`config.mk`:
```
export PLATFORM = sky130hd
export DESIGN_NAME = ifetch_unit
export DESIGN_NICKNAME = d
export VERILOG_FILES = /design/src/rtl/rv_pkg.sv /design/src/rtl/fetch_fifo.sv /design/src/rtl/ifetch_unit.sv
export SDC_FILE = /design/constraint.sdc
export NUM_CORES = 1
export LEC_CHECK = 0
export CAP_MARGIN = 10
export CORE_ASPECT_RATIO = 0.75
export CORE_MARGIN = 3
export CORE_UTILIZATION = 32
export CTS_CLUSTER_DIAMETER = 50
export DETAILED_ROUTE_END_ITERATION = 8
export HOLD_SLACK_MARGIN = 0.03
export PLACE_DENSITY = 0.58
export SLEW_MARGIN = 20
export SYNTH_ARGS = -nofsm -noshare
export SYNTH_HDL_FRONTEND = slang
export SYNTH_SLANG_ARGS = --single-unit
```
`constraint.sdc`:
```
create_clock -name clk -period 12 [get_ports clk]
set_clock_uncertainty 0.05 [all_clocks]
set_input_delay 1.8 -clock clk [delete_from_list [all_inputs] [get_ports clk]]
set_output_delay 1.8 -clock clk [all_outputs]
set_load 0.01 [all_outputs]
```
`src/rtl/rv_pkg.sv`:
```
// Shared fetch-side constants: reset vector, instruction size, canonical NOP.
// No logic, no latency, no flow control.
package rv_pkg;

  localparam logic [31:0] RESET_PC_DEFAULT = 32'h0000_0000;
  localparam int          INSTR_BYTES      = 4;
  localparam logic [31:0] NOP_INSTR        = 32'h0000_0013;

endpackage

```
`src/rtl/fetch_fifo.sv`:
```
// Generic synchronous FIFO with flush. A write is visible at the head one cycle later.
// No internal backpressure: the caller must never push when full without popping, nor pop when empty.
module fetch_fifo #(
  parameter int WIDTH = 64,
  parameter int DEPTH = 2
) (
  input  logic                     clk,
  input  logic                     rst_n,
  input  logic                     flush,
  input  logic                     push,
  input  logic [WIDTH-1:0]         push_data,
  input  logic                     pop,
  output logic [$clog2(DEPTH):0]   count,
  output logic [WIDTH-1:0]         head
);

  localparam int PW = $clog2(DEPTH);
  localparam int CW = PW + 1;

  logic [WIDTH-1:0] mem [DEPTH];
  logic [PW-1:0]    wr_ptr;
  logic [PW-1:0]    rd_ptr;

  always_ff @(posedge clk or negedge rst_n) begin
    if (!rst_n) begin
      wr_ptr <= '0;
      rd_ptr <= '0;
      count  <= '0;
    end else if (flush) begin
      wr_ptr <= '0;
      rd_ptr <= '0;
      count  <= '0;
    end else begin
      if (push) wr_ptr <= wr_ptr + PW'(1);
      if (pop)  rd_ptr <= rd_ptr + PW'(1);
      count <= count + CW'(push) - CW'(pop);
    end
  end

  // Storage is not reset; the head is masked to zero while empty instead.
  always_ff @(posedge clk) begin
    if (push && !flush) mem[wr_ptr] <= push_data;
  end

  assign head = (count != '0) ? mem[rd_ptr] : '0;

endmodule

```
`src/rtl/ifetch_unit.sv`:
```
// Fetch stage: PC register feeding a combinational instruction memory, results queued for decode.
// Redirect flushes and retargets in one cycle; when the queue is full and decode stalls, the PC freezes.
module ifetch_unit
  import rv_pkg::*;
#(
  parameter int                AWIDTH   = 32,
  parameter int                DWIDTH   = 32,
  parameter logic [AWIDTH-1:0] RESET_PC = AWIDTH'(RESET_PC_DEFAULT),
  parameter int                DEPTH    = 2
) (
  input  logic              clk,
  input  logic              rst_n,
  output logic [AWIDTH-1:0] pc,
  input  logic [DWIDTH-1:0] instr,
  input  logic              redirect_valid,
  input  logic [AWIDTH-1:0] redirect_pc,
  output logic              fq_valid,
  output logic [DWIDTH-1:0] fq_instr,
  output logic [AWIDTH-1:0] fq_pc,
  input  logic              fq_ready,
  output logic [31:0]       fetch_count
);

  localparam int CW = $clog2(DEPTH) + 1;

  logic                     push;
  logic                     pop;
  logic [CW-1:0]            count;
  logic [AWIDTH+DWIDTH-1:0] head;

  // A head that coincides with a redirect is wrong-path, so the handshake is squashed.
  assign fq_valid = (count != '0) && !redirect_valid;
  assign pop      = fq_valid && fq_ready;
  assign push     = !redirect_valid && ((count < CW'(DEPTH)) || pop);

  assign {fq_pc, fq_instr} = head;

  fetch_fifo #(
    .WIDTH (AWIDTH + DWIDTH),
    .DEPTH (DEPTH)
  ) u_fifo (
    .clk       (clk),
    .rst_n     (rst_n),
    .flush     (redirect_valid),
    .push      (push),
    .push_data ({pc, instr}),
    .pop       (pop),
    .count     (count),
    .head      (head)
  );

  always_ff @(posedge clk or negedge rst_n) begin
    if (!rst_n) begin
      pc <= RESET_PC;
    end else if (redirect_valid) begin
      pc <= {redirect_pc[AWIDTH-1:2], 2'b00};
    end else if (push) begin
      pc <= pc + AWIDTH'(INSTR_BYTES);
    end
  end

  always_ff @(posedge clk or negedge rst_n) begin
    if (!rst_n) begin
      fetch_count <= '0;
    end else if (push && (fetch_count != '1)) begin
      fetch_count <= fetch_count + 32'd1;
    end
  end

endmodule

```
* Word-level counts from Yosys, hierarchy flattened
Memory sizes are Yosys's and may differ from the RTL's.
Index checks and enable logic that the tools add are counted.
** Operators by class
- Muxes and demuxes :: 10
- Divide/modulo/power cells :: 0
- Reductions and logical operators :: 10
- Eq/ne operators :: 1
- $mul :: 0
- $add $sub $neg :: 6
- $lt $le $gt $ge :: 1
- Bitwise logic cells :: 0
- Shifts and indexed selects :: 0
** Operator list (number)
- 2-to-1 mux 32 bit :: 2
- 2-to-1 mux 64 bit :: 1
- adder 32 x 1 -> 32 bit (second input constant) :: 1
- adder 32 x 3 -> 32 bit (second input constant) :: 1
- != test 32 bit (second input constant) :: 1
- 2-to-1 mux 1 bit :: 6
- nonzero test 2 bit :: 3
- logical AND 1 bit :: 5
- adder 1 bit (second input constant) :: 2
- adder 2 x 1 -> 2 bit :: 1
- < comparator 2 bit (second input constant) :: 1
- 2-to-1 mux 2 bit :: 1
- subtractor 2 x 1 -> 2 bit :: 1
- logical NOT 1 bit :: 1
- logical OR 1 bit :: 1
** Storage, ports and cells
- Memories kept :: 1
- Memory bits (read-only) :: 0
- Bits in latches :: 0
- Output and inout port bits :: 129
- RAM bits :: 128
- Register bits after elaboration :: 68
- Input bits :: 68
- Word-level logic and storage cells :: 34
** Memory list
- u_fifo.mem :: depth 2, bits a word 64, rd ports 1, clocked after memory_dff 0, write ports 1, line fetch_fifo.sv:20 : logic [WIDTH-1:0] mem [DEPTH];

* Longest topological paths before layout
- Word-level depth :: 8
- Depth in mapped cells :: 8
- Mapped depth without buffers :: 8

* By module
Synthesis repeated with hierarchy kept, for this count alone.
** Second synthesis, totals
- Cells, all modules :: 656
- Area total of the unflattened synthesis :: 8493.1 um^2
** Modules (own cells, without submodules)
- fetch_fifo :: cells each 287, area an instance 5061.1 um^2, sequential area each 3943.8 um^2, times used 1
- ifetch_unit :: cells each 369, area an instance 3432.0 um^2, sequential area each 1551.5 um^2, times used 1

* Least setup slack after synthesis
OpenSTA, ideal clock, no wires.
- Path kind :: input -> register
- From :: input port fq_ready
- To :: memory u_fifo.mem[0][0] (enable)
- Required time :: 11.468 ns
- Setup time :: 0.482 ns
- Stages :: 4
- Path buffers :: 1
- Slack :: 6.627 ns
- Arrival time :: 4.841 ns
- Cells stage by stage :: nand2b_1 -> nand2b_1 -> clkbuf_1 -> nor2_1
** On the way
- Word-level cells in the longest chain between the ends :: 6
** RTL lines
- start, declared :: line ifetch_unit.sv:20 : input logic fq_ready,
- logical AND 1 bit :: line ifetch_unit.sv:33 : assign pop = fq_valid && fq_ready;
- logical OR 1 bit :: line ifetch_unit.sv:34 : assign push = !redirect_valid && ((count < CW'(DEPTH)) || pop);
- logical AND 1 bit :: line ifetch_unit.sv:34
- logical AND 1 bit :: line fetch_fifo.sv:42 : if (push && !flush) mem[wr_ptr] <= push_data;
- 2-to-1 mux 1 bit :: line fetch_fifo.sv:42
- 2-to-1 mux 1 bit (not written as such) :: line fetch_fifo.sv:42
- end, declared :: line fetch_fifo.sv:20
Every way passes these cells.

* Worst setup path in the final report
- From :: input port redirect_valid
- To :: output port fq_valid
** On the way
- Word-level cells in the longest chain between the ends :: 2
** RTL lines
- start, declared :: line ifetch_unit.sv:15 : input logic redirect_valid,
- logical NOT 1 bit :: line ifetch_unit.sv:32 : assign fq_valid = (count != '0) && !redirect_valid;
- logical AND 1 bit :: line ifetch_unit.sv:32
- end, declared :: line ifetch_unit.sv:17 : output logic fq_valid,
Every way passes these cells.

==> metrics.txt <==
peak supply drop between 90 and 100 uV; hold_buf cts 0; Detailed Route Iter0 Violations roughly 300; Die Height 144 um; RePlAce Congestion 0.784; Syn-to-layout area delta 35.3%; worst skew pair latency between 400 and 500 ps; gr usage total 0.150; RSZ-0062 raised after global routing no; status finished, final reports clean; Crit path arrival time a little over 3000 ps; Final setup viols 0; antenna-violating nets left 0; Cell Count Post-Placement between 1,000 and 1,500; worst-path maximum fanout between 60 and 70; core box area ~0.025 sq mm; synthesized instance count around 640; Rows 50; antenna violations before repair 2; ys async rst share 0.347; wl on met1 ~9.6 mm; Horiz. Die Dim approximately 190 um; Top FF cell, synth edfxtp_1; DRT Pass-1 Iters 4; fillers 2,343; GR Overflow Total 0; final WL 20.3 mm; Slew headroom 0.304; minimum clock period approximately 4900 ps; Pins Over Slew Limit 0; vias in the first global route 5,360; Num CTS Buffers 17; total number of vias 5,511; setup bufs post-CTS 0; Placed Area 0.0104 sq mm; Seq cells post-synth 190; power per cell area a little under 200 mW/mm^2; Setup crit start kind primary input; Layout Utilization 0.443; H-tree depth 4; Worst Max-Slew Pin Slew 1040 ps; wire per inst ~17 um; clock slew at reported path FFs roughly 70 ps; number of synthesized flops with an enable pin around 120; pre-CTS WS ~6600 ps; # IOs 197; Leakage 3.99 nW; Layout Nets between 800 and 900; post-synth cell types 40; max_cap viols 0; Synth Warn # 0; sequential area share after synthesis 0.657; top cells by count, synth edfxtp_1, nor2_1, dfrtp_1; clk sinks 190; vias per cell approximately 4.7; Yosys top cell area share 0.455; DRC viols 0; setup ws final 7090 ps; PostCTS Resize Cnt 0; metal2 WL 9.20 mm; top sig layer met5; Mapped Area a little over 0.008 sq mm; worst min path class reg2reg; FMAX slightly above 200 MHz; fin cells roughly 1,200; Final period util 0.409; metal3 WL between 1 and 1.5 mm; biggest area consumer among synthesized cells edfxtp_1; Worst Setup Path Type in2out; top-count cell post-synth edfxtp_1; dominant cells by area after synthesis edfxtp_1, dfrtp_1, mux2i_1; Clock Tree Buf Depth 2; Total Power ~2.2 mW; TNS Setup 0 ps; CTS tree yes; largest net degree at the start of global routing between 60 and 70; clock root buffer clkbuf_16; first-pass GRT wire length roughly 31 mm; share of cells above drive strength 1 0.0633; data required time at the worst endpoint roughly 10,000 ps; IO buf count 190; initial core utilization 0.327; endpoint type of the worst setup path output port; hold slack roughly 440 ps; Hold Fails Final Rpt 0; final instance area roughly 0.011 sq mm; hpwl dp about 13 mm; syn avg cell area about 13 sq um; Die ar. approximately 0.028 sq mm
## per-layer routing
| metal | track usage | vias to the layer above |
|---|---|---|
| met5 | 0 | - |
| met4 | 0.0401 | 2 |
| met3 | 0.0468 | 13 |
| met2 | 0.230 | 133 |
| met1 | 0.207 | 2704 |
| li1 | - | 2659 |
## logic make-up after synthesis
group           share of synthesized area
simple gates                        0.147
flops                               0.657
mux                                0.0812
xor+xnor                           0.0631
compound gates                     0.0246
buf+inv                            0.0203
fa+ha+maj                         0.00612
other cells                      0.000458
## cell type report
| class | count | area, sq um | share of cell area |
|---|---|---|---|
| clock buffer | 17 | 425 | 0.0384 |
| timing repair buffer | 195 | 1930 | 0.174 |
| sequential | 190 | 5380 | 0.486 |
| multi-input combinational | 410 | 2670 | 0.241 |
| clock inverter | 15 | 203 | 0.0183 |
| tap | 338 | 423 | 0.0382 |
| inverter | 10 | 37.5 | 0.00339 |
| antenna | 1 | 2.50 | 0.000226 |
## where the power goes
group / switching (mW) / internal [mW]
Clock: 0.262 / 0.336
Sequential: 0.0699 / 0.814
Combinational: 0.356 / 0.345
Total: 0.689 / 1.50
## sequential cells by signal, indices dropped and copies added (netlist names)
name           count
fetch_count       32
pc                30
u_fifo.count       2
u_fifo.mem       124
u_fifo.rd_ptr      1
u_fifo.wr_ptr      1
## final timing paths
check                                             from                           to  slack [ps]  depth (start not counted)
max reg2reg                  u_fifo.count[1]$_DFF_PN0_  u_fifo.mem[0][13]$_DFFE_PP_        8660                          4
max in group asynchronous                        rst_n    u_fifo.rd_ptr$_DFFE_PN0P_        9770                          1
min reg2reg                fetch_count[31]$_DFFE_PN0P_  fetch_count[31]$_DFFE_PN0P_         440                          1
max                                     redirect_valid                     fq_valid        7090                          4
min                        fetch_count[31]$_DFFE_PN0P_  fetch_count[31]$_DFFE_PN0P_         440                          1
min in group asynchronous                        rst_n  fetch_count[16]$_DFFE_PN0P_        1450                          1
## worst max-delay path: stages
cell	delay [ps]
buf_2	70
buf_4	510
nor2_1	130
clkdlybuf4s50_1	510
## cell usage in the layout, fill, tap and decap left out, types with 3 or more instances in the layout
master	n
conb_1	4
clkinv_4	3
bufinv_16	3
and4_1	5
xnor2_1	23
inv_8	4
nor4_1	11
and2_1	3
o21ai_1	3
nand3_1	24
clkdlybuf4s50_1	188
nor3_1	10
nand2_1	48
clkbuf_16	17
dfrtp_1	65
mux2i_1	63
xor2_1	36
ha_1	4
and3_1	7
nand4b_1	3
edfxtp_1	124
nand4_1	19
mux2_2	3
buf_4	6
inv_1	10
nor2b_1	3
nor2_1	85
o21ai_0	30
nor4_2	3
nand2b_1	6
No activity file was read; power rests on OpenSTA's default activity.
==> RTL edit 1 (config.mk and constraints unchanged) <==
Change the parameter `AWIDTH` from 32 to 64.
--- a/src/rtl/ifetch_unit.sv
+++ b/src/rtl/ifetch_unit.sv
@@ -5,3 +5,3 @@
 #(
-  parameter int                AWIDTH   = 32,
+  parameter int                AWIDTH   = 64,
   parameter int                DWIDTH   = 32,
Ports: changed (resized fq_pc, pc and redirect_pc); port bits go from 197 to 293. No check against the original RTL was run, so the function may have changed too.
==> RTL edit 1 against the original RTL <==
  * Count of clock-buffer cells in the layout up 26
  * Power is 59% higher
  * Synthesized area up 54%
  * Register-to-register slack got worse by 610 ps
  * Sequential cell count rose by 96
  * Setup slack got worse by 470 ps
  * Wire length rose by 80%
  * Sequential power up 54%
  * Final cell count rose by 58%
  * Via count is 65% higher
  * Design area rose by 55%
  * Critical path type is now in2reg
==> RTL edit 1: results <==
group,metric,value,unit
cts,tritoncts.num_buffers,36,
synth,synth_edf_count,188,
finish,clkbuf_count,43,
global_routing,grt_pass1_wl,55500,µm
placement,gpl.final_weighted_congestion,0.785,
placement,dp.cells,1789,
finish,stdcell_area,0.0172,mm²
global_routing,antenna_found_initial,3,
cts,cts-htree-levels,2,
finish,area_share_nonclk_buffers,0.171,
pwr,worst_ir_drop_on_vdd,0.139,mV
synth,ys_ff_latch,286,
synth,syn_area_per_cell,12.3,µm²
placement,placement.setup.worst_slack,6000,ps
synth,synth_async_sr_flop_share,0.343,
synth,post_synth_fa_ha_maj_area_fraction,0.00396,
finish,area_growth,36.3,%
global_routing,groute.layer.met3.usage,0.0512,
worst_setup_path,slowest_delay,700,ps
synth,synth-compound-area-share,0.0329,
finish,inv_count,11,
finish,multi_input_area,0.00430,mm²
worst_setup_path,critPathTopFamily,"simple AND/OR/NAND/NOR gates",
synth,synthXorXnorAreaFrac,0.0527,
finish,multi_input_cells,682,
synth,synth_mux_area_frac,0.0819,
worst_setup_path,arrival,5460,ps
placement,placed_area,0.0160,mm²
drt,met3_wire_length,2370,µm
drt,route.met2.wl,16300,µm
global_routing,track_usage,0.170,
outcome,status,"complete, no violations",
global_routing,grt_max_degree,84,
sta,headroom_to_the_max_slew_limit,0.277,
cts,cts_buffer_depth,3,
drt,drt_wl_total,36400,µm
pwr,powerComb,1.04,mW
cts,clk_latency,510,ps
drt,router_iterations_before_antenna_repair,5,
synth,synth_common_cells,"edfxtp_1 (188), nor2_1 (128), mux2i_1 (100), dfrtp_1 (98), nand2_1 (94)",
finish,layout_net_count,1419,
finish,filler_cell_count,3634,
drt,drt-initial-drc-count,520,
global_routing,use_met1,0.238,
drt,vias,9118,
pwr,cellLeakagePower,6.08,nW
pwr,power.net_switching,1.07,mW
finish,buffers_excl_clock,298,
finish,final_cell_count_no_fill,1854,
finish,clock_area_frac,0.0686,
drt,wl_met1,17100,µm
synth,synth.lib_cells_used.distinct,46,
[RTL edit 1: changes by cell type in the layout (fill, tap and decap cells not counted), sizes merged, moves of 22 or more]
cell | before | now
clkdlybuf4s50 | 188 | 284
edfxtp | 124 | 188
nand2 | 48 | 94
nor2 | 87 | 128
mux2i | 63 | 100
dfrtp | 66 | 98
clkbuf | 17 | 43
nand4 | 20 | 42
[RTL edit 1: worst paths after layout]
| check | startpoint | end | slack (ps) | cells past startpoint |
|---|---|---|---|---|
| min in group asynchronous | rst_n | fetch_count[24] | 1300 | 1 |
| max in group asynchronous | rst_n | u_fifo.rd_ptr | 9420 | 2 |
| min | fetch_count[31] | fetch_count[31] | 440 | 1 |
| max reg2reg | u_fifo.count[1] | u_fifo.mem[0][47] | 8050 | 5 |
| min reg2reg | fetch_count[31] | fetch_count[31] | 440 | 1 |
| max | fq_ready | u_fifo.mem[0][47] | 6620 | 6 |
==> RTL edit 2 (same settings) <==
Made on the original files. Make the reset (`rst_n`) synchronous in 3 clocked blocks.
--- a/src/rtl/fetch_fifo.sv
+++ b/src/rtl/fetch_fifo.sv
@@ -23,3 +23,3 @@
 
-  always_ff @(posedge clk or negedge rst_n) begin
+  always_ff @(posedge clk) begin
     if (!rst_n) begin
--- a/src/rtl/ifetch_unit.sv
+++ b/src/rtl/ifetch_unit.sv
@@ -51,3 +51,3 @@
 
-  always_ff @(posedge clk or negedge rst_n) begin
+  always_ff @(posedge clk) begin
     if (!rst_n) begin
@@ -61,3 +61,3 @@
 
-  always_ff @(posedge clk or negedge rst_n) begin
+  always_ff @(posedge clk) begin
     if (!rst_n) begin
Behaviour: differs if rst_n is asserted again (counterexample within 4 cycles, from zero or initial values and one cycle with rst_n low); with rst_n held inactive, the same outputs for 4 cycles.
==> RTL edit 2 against the original RTL <==
  * Highest routed layer unchanged
  * Sequential share of layout area is 2.8 points lower
  * Design area hardly changed
  * Global-route usage is 0.057 points higher
  * Synthesized area is 0.41% higher
  * Setup slack worse by 500 ps
  * Wire length is 3.2% higher
  * Maximum frequency is 9.3% lower
  * Sequential cell count is 1 higher
  * Largest cell class unchanged
Power is not compared: it rests on default switching activity, and its combinational part moved more than twofold at a synthesized area within 25%.
==> RTL edit 2: results <==
group,metric,value,unit
finish,clock_area_frac,0.0544,
worst_setup_path,critical_path.max_fanout,21,
finish,multi_input_area,0.00294,mm²
synth,synthCells,686,
global_routing,track_usage,0.150,
outcome,status,"complete, no violations",
finish,clkbuf_count,20,
placement,dp.final_hpwl,13700,µm
finish,buffers_excl_clock,197,
finish,nFlopsAndLatches,191,
finish,inv_count,15,
finish,filler_cell_count,2347,
drt,drt-initial-drc-count,299,
synth,synth.lib_cells_used.distinct,51,
placement,placement.setup.worst_slack,6550,ps
global_routing,grt_max_degree,63,
drt,drt_wl_total,20900,µm
sta,timing_worst_slew_pin_value,972,ps
placement,gpl.final_weighted_congestion,0.785,
synth,synth_mux_area_frac,0.0865,
worst_setup_path,arrival,3560,ps
drt,route.detailed.vias_per_inst,4.81,
synth,synth_async_sr_flop_share,0,
synth,yosys-top-cells-area,"edfxtp_1 (45%), dfxtp_1 (16%), mux2i_1 (8.6%)",
global_routing,grt_pass1_wl,31800,µm
==> RTL edit 2: cell types whose count changed in the layout (fill, tap and decap cells not counted), moves of 14 or more <==
cell	change
nand2_1	-20
dfxtp_1	+66
a21oi_1	+43
or3_1	+16
xor2_1	-14
dfrtp_1	-65
==> RTL edit 2: final timing paths <==
| path | from | end | slack [ps] | depth (start not counted) |
|---|---|---|---|---|
| max | redirect_valid | fq_valid | 6590 | 3 |
| min | fetch_count[31] | fetch_count[31] | 450 | 2 |
| max reg2reg | u_fifo.count[1] | u_fifo.mem[1][31] | 9340 | 3 |
| min reg2reg | fetch_count[31] | fetch_count[31] | 450 | 2 |
==> RTL edit 2: layer usage <==
layer / vias to the layer above / track usage / wire length (µm)
li1: 2901 / - / -
met1: 2794 / 0.205 / 9930
met2: 141 / 0.230 / 9290
met5: - / 0 / 27
met3: 18 / 0.0537 / 1480
met4: 4 / 0.0351 / 189
==> RTL edit 2: critical path: stages <==
cell and delay (ps):
clkdlybuf4s50_1 870, nor2_1 290, clkdlybuf4s50_1 590
